File: config.mk
export PLATFORM = sky130hd
export DESIGN_NAME = hist_row_scheduler
export DESIGN_NICKNAME = d
export VERILOG_FILES = /design/src/rtl/cfar_sched_pkg.sv /design/src/rtl/hist_row_scheduler.sv
export SDC_FILE = /design/constraint.sdc
export NUM_CORES = 1
export LEC_CHECK = 0
export BUFFER_PORTS_ARGS = -buffer_cell sky130_fd_sc_hd__buf_2
export CAP_MARGIN = 10
export CELL_PAD_IN_SITES_DETAIL_PLACEMENT = 1
export CELL_PAD_IN_SITES_GLOBAL_PLACEMENT = 1
export CORE_MARGIN = 2
export CORE_UTILIZATION = 44
export DETAILED_ROUTE_END_ITERATION = 8
export PLACE_DENSITY_LB_ADDON = 0.15
export SYNTH_ARGS = -nofsm -noshare
export SYNTH_HDL_FRONTEND = slang
export SYNTH_SLANG_ARGS = --single-unit
File: constraint.sdc
create_clock -name clk_100mhz -period 5.1 [get_ports clk_100mhz]
set_clock_uncertainty 0.2 [all_clocks]
set_input_delay 1.02 -clock clk_100mhz [delete_from_list [all_inputs] [get_ports clk_100mhz]]
set_output_delay 1.02 -clock clk_100mhz [all_outputs]
set_load 0.02 [all_outputs]
File: src/rtl/cfar_sched_pkg.sv
// Shared definitions for the CFAR row scheduler and the histogram engine it feeds.
package cfar_sched_pkg;

  // Widths shared with the histogram/threshold engine
  localparam int ROW_NUM_W = 12;
  localparam int AMP_W     = 8;

  // Threshold reported when the engine never answers for a row
  localparam logic [AMP_W-1:0] TH_TIMEOUT_VAL = 8'hFF;

  // Scheduler state machine
  typedef enum logic [2:0] {
    ST_IDLE      = 3'd0,
    ST_WAIT_DATA = 3'd1,
    ST_BURST     = 3'd2,
    ST_WAIT_HIST = 3'd3,
    ST_GAP       = 3'd4,
    ST_DONE      = 3'd5
  } sched_state_e;

endpackage

File: src/rtl/hist_row_scheduler.sv
// Moves one full range-Doppler row at a time from the RDM FIFO into the
// histogram engine, then waits for that row's threshold and tags it.
module hist_row_scheduler
  import cfar_sched_pkg::*;
#(
  parameter int ROW_LEN_W   = 10,
  parameter int ROWS_W      = ROW_NUM_W,
  parameter int FIFO_CNT_W  = 11,
  parameter int TIMEOUT_CYC = 128,
  parameter int MIN_GAP     = 2
) (
  input  logic                  clk_100mhz,
  input  logic                  reset_n,
  input  logic                  frame_start,
  input  logic [ROW_LEN_W-1:0]  cfg_row_len,
  input  logic [ROWS_W-1:0]     cfg_num_rows,
  input  logic [AMP_W-1:0]      fifo_dout,
  input  logic                  fifo_empty,
  input  logic [FIFO_CNT_W-1:0] fifo_count,
  output logic                  fifo_rd_en,
  output logic                  rdm_data_tvalid,
  output logic [AMP_W-1:0]      rdm_amp_data,
  input  logic                  histogram_calc_vld,
  input  logic [AMP_W-1:0]      histogram_calc_datath,
  output logic                  th_valid,
  output logic [AMP_W-1:0]      th_data,
  output logic [ROWS_W-1:0]     th_row,
  output logic                  busy,
  output logic                  frame_done,
  output logic                  err_timeout,
  output logic                  err_underflow,
  output logic                  err_spurious
);

  localparam int TIMER_W = 8;
  localparam logic [TIMER_W-1:0] TIMEOUT_LAST = TIMER_W'(TIMEOUT_CYC - 1);
  localparam logic [TIMER_W-1:0] GAP_LAST     = TIMER_W'(MIN_GAP - 1);

  sched_state_e          state_q, state_d;
  logic [ROW_LEN_W-1:0]  row_len_q, row_len_d;
  logic [ROWS_W-1:0]     num_rows_q, num_rows_d;
  logic [ROWS_W-1:0]     row_idx_q, row_idx_d;
  logic [ROW_LEN_W-1:0]  beat_cnt_q, beat_cnt_d;
  logic [TIMER_W-1:0]    timer_q, timer_d;
  logic                  tvalid_q, tvalid_d;
  logic [AMP_W-1:0]      amp_q, amp_d;
  logic                  th_valid_q, th_valid_d;
  logic [AMP_W-1:0]      th_data_q, th_data_d;
  logic [ROWS_W-1:0]     th_row_q, th_row_d;
  logic                  busy_q, busy_d;
  logic                  done_q, done_d;
  logic                  err_to_q, err_to_d;
  logic                  err_uf_q, err_uf_d;
  logic                  err_sp_q, err_sp_d;

  logic pop;
  logic row_ready;
  logic hist_timeout;

  // Pop whenever a burst is in progress and the FIFO head is valid
  assign pop          = (state_q == ST_BURST) && !fifo_empty;
  assign row_ready    = (fifo_count >= FIFO_CNT_W'(row_len_q)) && !fifo_empty;
  assign hist_timeout = (timer_q == TIMEOUT_LAST);

  // Next-state and datapath decisions for the row sequencer
  always_comb begin
    state_d    = state_q;
    row_len_d  = row_len_q;
    num_rows_d = num_rows_q;
    row_idx_d  = row_idx_q;
    beat_cnt_d = beat_cnt_q;
    timer_d    = timer_q;
    th_valid_d = 1'b0;
    th_data_d  = th_data_q;
    th_row_d   = th_row_q;
    busy_d     = busy_q;
    done_d     = 1'b0;
    err_to_d   = err_to_q;
    err_uf_d   = err_uf_q;
    err_sp_d   = err_sp_q;
    tvalid_d   = pop;
    amp_d      = pop ? fifo_dout : '0;

    case (state_q)
      ST_IDLE: begin
        if (frame_start) begin
          row_len_d  = cfg_row_len;
          num_rows_d = cfg_num_rows;
          row_idx_d  = '0;
          busy_d     = 1'b1;
          err_to_d   = 1'b0;
          err_uf_d   = 1'b0;
          err_sp_d   = 1'b0;
          // A zero-sized frame finishes without touching the FIFO
          if ((cfg_row_len == '0) || (cfg_num_rows == '0)) state_d = ST_DONE;
          else                                             state_d = ST_WAIT_DATA;
        end
      end
      ST_WAIT_DATA: begin
        if (row_ready) begin
          state_d    = ST_BURST;
          beat_cnt_d = '0;
        end
      end
      ST_BURST: begin
        // Underflow stalls the burst; the row is still completed afterwards
        if (fifo_empty) begin
          err_uf_d = 1'b1;
        end else begin
          beat_cnt_d = beat_cnt_q + ROW_LEN_W'(1);
          if (beat_cnt_q == row_len_q - ROW_LEN_W'(1)) begin
            state_d = ST_WAIT_HIST;
            timer_d = '0;
          end
        end
      end
      ST_WAIT_HIST: begin
        timer_d = timer_q + TIMER_W'(1);
        if (histogram_calc_vld || hist_timeout) begin
          th_valid_d = 1'b1;
          th_row_d   = row_idx_q;
          // A real threshold beats a simultaneous timeout
          if (histogram_calc_vld) begin
            th_data_d = histogram_calc_datath;
          end else begin
            th_data_d = TH_TIMEOUT_VAL;
            err_to_d  = 1'b1;
          end
          if (row_idx_q == num_rows_q - ROWS_W'(1)) begin
            state_d = ST_DONE;
          end else begin
            row_idx_d = row_idx_q + ROWS_W'(1);
            state_d   = ST_GAP;
            timer_d   = '0;
          end
        end
      end
      ST_GAP: begin
        // Guarantees the engine sees tvalid low between rows
        timer_d = timer_q + TIMER_W'(1);
        if (timer_q == GAP_LAST) state_d = ST_WAIT_DATA;
      end
      ST_DONE: begin
        done_d  = 1'b1;
        busy_d  = 1'b0;
        state_d = ST_IDLE;
      end
      default: state_d = ST_IDLE;
    endcase

    // Engine strobes only make sense while a row threshold is pending
    if (histogram_calc_vld && (state_q != ST_WAIT_HIST)) err_sp_d = 1'b1;
  end

  // State and output registers, cleared by the synchronous active-low reset
  always_ff @(posedge clk_100mhz) begin
    if (!reset_n) begin
      state_q    <= ST_IDLE;
      row_len_q  <= '0;
      num_rows_q <= '0;
      row_idx_q  <= '0;
      beat_cnt_q <= '0;
      timer_q    <= '0;
      tvalid_q   <= 1'b0;
      amp_q      <= '0;
      th_valid_q <= 1'b0;
      th_data_q  <= '0;
      th_row_q   <= '0;
      busy_q     <= 1'b0;
      done_q     <= 1'b0;
      err_to_q   <= 1'b0;
      err_uf_q   <= 1'b0;
      err_sp_q   <= 1'b0;
    end else begin
      state_q    <= state_d;
      row_len_q  <= row_len_d;
      num_rows_q <= num_rows_d;
      row_idx_q  <= row_idx_d;
      beat_cnt_q <= beat_cnt_d;
      timer_q    <= timer_d;
      tvalid_q   <= tvalid_d;
      amp_q      <= amp_d;
      th_valid_q <= th_valid_d;
      th_data_q  <= th_data_d;
      th_row_q   <= th_row_d;
      busy_q     <= busy_d;
      done_q     <= done_d;
      err_to_q   <= err_to_d;
      err_uf_q   <= err_uf_d;
      err_sp_q   <= err_sp_d;
    end
  end

  assign fifo_rd_en      = pop;
  assign rdm_data_tvalid = tvalid_q;
  assign rdm_amp_data    = amp_q;
  assign th_valid        = th_valid_q;
  assign th_data         = th_data_q;
  assign th_row          = th_row_q;
  assign busy            = busy_q;
  assign frame_done      = done_q;
  assign err_timeout     = err_to_q;
  assign err_underflow   = err_uf_q;
  assign err_spurious    = err_sp_q;

endmodule
==> key figures, run 1 <==
Status
  – Outcome: completed

Yosys
  – Asr flop ratio synth: 0
  – Post-Syn Instances: 560
  – Top post-synthesis cells by area: dfxtp_1 (39%), nand2_1 (7.9%), a21oi_1 (6.6%)
  – Post-synth top area cell: dfxtp_1
  – Ys flop type: dfxtp_1
  – Post-Syn Area: roughly 4700 um^2
  – Post-synth EDFFs: 0
  – Ys Warns: 0
  – Most frequent cell after synthesis: nand2_1
  – Commonest cells in the netlist: nand2_1 (98), dfxtp_1 (90), a21oi_1 (61)
  – Cell variety after synth: 65
  – Post-synthesis register bit count: 90
  – Syn_nets: 630
  – Top cell type's share of synthesized area: 0.387
  – Sequential share of the synthesized area: 0.387
  – Syn avg cell area: slightly above 8 um^2

STA
  – Setup TNS: 0 ns
  – Final Setup Violations: 0
  – Slew HR: 0.338
  – Worst-Margin Slew: about 1 ns
  – Final worst setup slack: approximately 1.6 ns
  – Final Hold Viols: 0
  – FMAX: 285 MHz
  – Period minus WS final: around 3.5 ns
  – Fin crit share: 0.688
  – RSZ-0062 raised after global routing: false
  – Final Max Tran Viols: 0

GRT
  – Grt ovf: 0
  – First-pass GRT wire length: ~22,000 um
  – Overall Global Routing Usage: 0.237
  – Initial antenna violation count: 0
  – Vias in the first global route: between 4,000 and 5,000
  – Largest net degree at the start of global routing: 50

Placed design
  – Dpl cell area: around 5200 um^2
  – GP Congestion: approximately 0.86
  – Post-Place Setup Slack: approximately 1.4 ns
  – DP Wirelength: 9580 um
  – Input/output buffers: 89

Die
  – Starting Density: 0.453
  – Die X: 107 um
  – Die H: 107 um
  – Total Die Area: 11,400 um^2
  – Io pins: 90
  – Core box area: 10,300 um^2
  – Cell Rows: 37

Hold path
  – Min-Delay Path Class: reg -> reg

Worst setup path
  – Arr. time, crit path: 3.60 ns
  – CP endpoint kind: flop
  – CP Class: reg -> reg
  – Crit path required time: 5.19 ns
  – Startpoint types: flop
  – Max FO, Critical Path: 18

Pwr
  – Flop pwr share: 0.474
  – P_sw: ~500 uW
  – Logic pwr share: 0.198
  – Clock share of power: 0.328
  – PD cells: approximately 300 nW/um^2
  – Peak VDD IR: about 0.00013 V
  – Pint: ~1100 uW
  – Leak Pwr: 0.00217 uW
  – Switching part of the total power: 0.313

Clock tree
  – CTS Buf Count: 9
  – Clk buf depth: 2
  – H-tree depth: 3
  – Hold-fix buffers, CTS: 0
  – Postcts setup bufs: 0
  – Post-CTS Resized: 0
  – Clk slew on worst S/H paths: 0.10 ns
  – Worst skew pair latency: approximately 0.37 ns
  – Sink Count: 90
  – CTS tree: done
  – Root Buffer: clkbuf_8

Drt
  – # DRC: 0
  – Routed wire length: approximately 13,000 um
  – Starting DRC count in detailed routing: 226
  – Vias per cell: 5.64
  – DRT Pass-1 Iters: 4
  – DR vias: 4,397
  – Mean routed wirelength per cell: between 15 and 20 um
  – Antenna-violating nets left: 0

Run
  – MaxCap Viol Count: 0

Final layout
  – Area of the multi-input gates: 2650 um^2
  – Nets: about 700
  – Antenna Cells: 0
  – Cell area after layout: around 5400 um^2
  – Post-Route Utilization: 0.524
  – Fill cells: approximately 1,300
  – Share of layout cells above drive strength 1: 0.202
  – Register area: ~1800 um^2
  – Layout Area Growth over Synthesis: 15.9%
[power by group through the flow]
stage	sequential, uW	clock (uW)	combinational, uW
final	759	526	317
after global routing	763	569	354
after CTS	759	535	318
after detailed placement	775	0	314
after global placement	773	0	300
after floorplan	768	0	230
[path summary, 6_finish.rpt]
path	startpoint	end	slack [ns]	cells past startpoint
min	th_row[8]	th_row[8]	0.26	2
max reg2reg	num_rows_q[0]	row_idx_q[9]	1.59	10
min reg2reg	th_row[8]	th_row[8]	0.26	2
max	num_rows_q[0]	row_idx_q[9]	1.59	10
[critical path, cell delays in order (launching register included)]
cell,delay [ns]
dfxtp_1,0.36
inv_1,0.07
ha_1,0.23
or4b_4,0.52
o41ai_1,0.47
a21o_1,0.19
nand2_1,0.12
a41oi_4,0.31
nor2_2,0.19
or4_1,0.60
a21oi_1,0.17
[per-layer routing]
layer | global-route usage | vias to the layer above | part of all wire
li1 | - | 2154 | -
met4 | 0.0770 | 0 | 0.015
met5 | 0 | - | 0
met2 | 0.422 | 71 | 0.51
met1 | 0.292 | 2155 | 0.45
met3 | 0.0377 | 17 | 0.029
[placed cells by master, fill, tap and decap left out, drive strengths merged, types with 4 or more instances in the layout]
| cell | count |
|---|---|
| nor3 | 10 |
| o211ai | 6 |
| and2 | 10 |
| a41oi | 4 |
| nand2b | 6 |
| ha | 16 |
| clkbuf | 10 |
| inv | 27 |
| nand3 | 16 |
| o31ai | 5 |
| a21oi | 61 |
| buf | 92 |
| nor4 | 9 |
| nand2 | 98 |
| dfxtp | 90 |
| a21o | 7 |
| nor2 | 38 |
| xor2 | 14 |
| and3 | 7 |
| xnor2 | 25 |
| o21ai | 12 |
| nand4 | 7 |
| or4 | 10 |
| o221a | 8 |
| a211oi | 6 |
[metrics by stage]
stage | instances | power (uW) | hold slack [ns]
final | 779 | 1600 | 0.257
after CTS | 779 | 1610 | 0.262
after global routing | 779 | 1690 | 0.298
after floorplan | 560 | 999 | 0.248
after global placement | 763 | 1070 | 0.244
after detailed placement | 763 | 1090 | 0.247
[registers in the layout (all words and copies together), names as in the netlist, 8 cells and up]
signal	cells
num_rows_q	12
row_idx_q	12
th_row	12
beat_cnt_q	10
row_len_q	10
rdm_amp_data	8
th_data	8
timer_q	8
[kinds of logic after synthesis]
kind of cell,after synthesis,share of synthesized area
AO/OA/AOI/OAI,137,0.205
XOR/XNOR,39,0.0734
adder cells (fa/ha/maj),16,0.0430
buffers and inverters,49,0.0430
flip-flops,90,0.387
multiplexers,2,0.00457
AND/OR/NAND/NOR,227,0.243
[cell type report]
cell class | instances | area share
timing repair buffer | 92 | 0.0868
sequential | 90 | 0.334
clock buffer | 10 | 0.0255
tap | 136 | 0.0316
clock inverter | 6 | 0.0135
inverter | 24 | 0.0167
multi-input combinational | 421 | 0.492
(Power assumes the default switching activity.)
==> inputs of run 2 (changes only) <==
- CORE_UTILIZATION: 44 -> 37
- clock period: 5.1 -> 2.93 ns (I/O delays scaled with it)
==> key figures, run 2 (synthesized netlist as in run 1, its figures left out) <==
GRT
  – Vias in the first global route: about 4,800
  – Grt ovf: 0
  – Overall Global Routing Usage: 0.218
  – Largest net degree at the start of global routing: 50
  – First-pass GRT wire length: around 23,000 um
  – Initial antenna violation count: 0

Pwr
  – Leak Pwr: 0.00250 uW
  – Peak VDD IR: just under 0.0004 V
  – PD cells: 521 nW/um^2

Final layout
  – Highest-count cells in the layout ignoring fill and taps: nand2_1 (97), buf_2 (89), dfxtp_1 (85), a21oi_1 (59), buf_4 (55)
  – Share of layout cells above drive strength 1: 0.309
  – Layout Area Growth over Synthesis: 31.6%
  – Antenna Cells: 0
  – Non-Filler Instances: 867
  – Fill cells: around 1,500
  – Register area: 1810 um^2
  – Area of the multi-input gates: 2830 um^2
  – Nets: 764
  – Most common cell after layout, fill and taps aside: nand2_1

Drt
  – # DRC: 0
  – Vias per cell: 5.26
  – Routed wire length: roughly 14,000 um
  – DRT Pass-1 Iters: 4
  – Antenna-violating nets left: 0
  – Starting DRC count in detailed routing: 230
  – Mean routed wirelength per cell: 16.2 um
  – DR vias: 4,559

Hold path
  – WHS Endpoint: rdm_amp_data[1]
  – Hold_sp: fifo_dout[1]
  – Min-Delay Path Class: in -> reg
  – Min-Delay Path Depth: 2

Clock tree
  – H-tree depth: 3
  – CTS Buf Count: 9
  – Sink Count: 90
  – Root Buffer: clkbuf_16
  – Hold-fix buffers, CTS: 0
  – Clk slew on worst S/H paths: approximately 0.06 ns
  – Clk buf depth: 2
  – CTS tree: done
  – Worst skew pair latency: 0.35 ns

Status
  – Outcome: complete, but fails checks
  – Failing checks: setup timing

STA
  – FMAX: between 300 and 400 MHz
  – Final Hold Viols: 0
  – Final Setup Violations: 8
  – Fin crit share: 1.03
  – Worst hold slack: 0.235 ns
  – Slew HR: 0.638
  – RSZ-0062 raised after global routing: true
  – Final worst setup slack: -0.0803 ns
  – Period minus WS final: ~3.0 ns
  – Worst-Margin Slew: ~0.54 ns
  – Final Max Tran Viols: 0

Worst setup path
  – Internal reg-to-reg setup slack: -0.08 ns
  – FF-to-FF End: row_idx_q[3]
  – Startpoint types: flop
  – Max FO, Critical Path: 8
  – R2R Path Start: num_rows_q[0]
  – Arr. time, crit path: 3.10 ns
  – CP endpoint kind: flop
  – CP Class: reg -> reg
  – Crit path required time: ~3.0 ns
  – Worst R2R Path Depth: 13

Die
  – Io pins: 90
  – Total Die Area: approximately 13,000 um^2
  – Cell Rows: 40
  – Die X: about 120 um
  – Starting Density: 0.382
  – Core box area: between 10,000 and 15,000 um^2
  – Die H: around 120 um

Placed design
  – GP Congestion: ~0.83
  – DP Wirelength: 10,500 um
  – Input/output buffers: 89
  – Post-Place Setup Slack: -0.195 ns
  – Placed instance count: roughly 840

Run
  – MaxCap Viol Count: 0
[run 2: changes by cell type in the layout (fill, tap and decap cells not counted), moves of 3 or more]
cell,before,now
buf_4,3,55
clkbuf_8,10,0
clkbuf_16,0,9
clkbuf_1,0,5
dfxtp_1,90,85
dfxtp_2,0,5
buf_6,0,4
inv_1,24,21
inv_2,0,3
o21ai_0,10,7
or4_1,9,6
or4_4,1,4
[run 2: power by group]
part	internal (uW)	leakage, uW	switching, uW	total (uW)
clock	663	0.000131	470	1130
combinational	345	0.00164	398	743
sequential	1270	0.000731	47.6	1310
[run 2: per-layer routing]
layer,wire (um),GRT usage,up-vias
li1,-,-,2255
met1,6130,0.258,2215
met5,0,0,-
met2,7220,0.391,70
met3,434,0.0451,19
met4,226,0.0778,0
[run 2: critical path, stage by stage, from the launching register on]
cell and delay, ns:
dfxtp_2 0.33, inv_2 0.07, ha_4 0.13, or4b_4 0.47, buf_6 0.14, o41ai_4 0.21, buf_4 0.17, a21o_1 0.12
nand2_2 0.08, a41oi_4 0.26, nor2_4 0.10, buf_6 0.15, or4_4 0.46, nand2_1 0.06
[run 2: final cells by class]
class | instances | share of cell area
multi-input cells | 421 | 0.462
repair buffers | 148 | 0.148
inverters | 24 | 0.0147
well taps | 168 | 0.0344
clock inverters | 2 | 0.00613
clock buffers | 14 | 0.0399
flip-flops and latches | 90 | 0.296
[run 2: through the flow]
step	power, uW	instance area (um^2)	util	setup TNS [ns]
CTS	3190	5990	0.492	-0.647
finish	3190	6120	0.503	-0.283
floorplan	1740	4660	-	0
global route	3340	6120	0.503	-2.09
detailed placement	2000	5570	0.458	-1.87
global placement	1980	5570	0.458	-0.362
[run 2: how the worst max path moves through the flow]
stage,start,to,slack [ns]
after floorplan,num_rows_q[0],row_idx_q[5],0.04
after global placement,row_len_q[1],timer_q[3],-0.05
after detailed placement,num_rows_q[0],row_idx_q[4],-0.20
after CTS,num_rows_q[1],row_idx_q[3],-0.11
after global routing,num_rows_q[0],row_idx_q[11],-0.22
final,num_rows_q[0],row_idx_q[3],-0.08
[run 2: what timing repair did]
| item | CTS | global route |
|---|---|---|
| setup buffers | 7 | 3 |
| resized for setup | 21 | 26 |
| endpoints found under the setup margin | 20 | 22 |
| gates cloned | 0 | 0 |
| pin swaps | 22 | 17 |
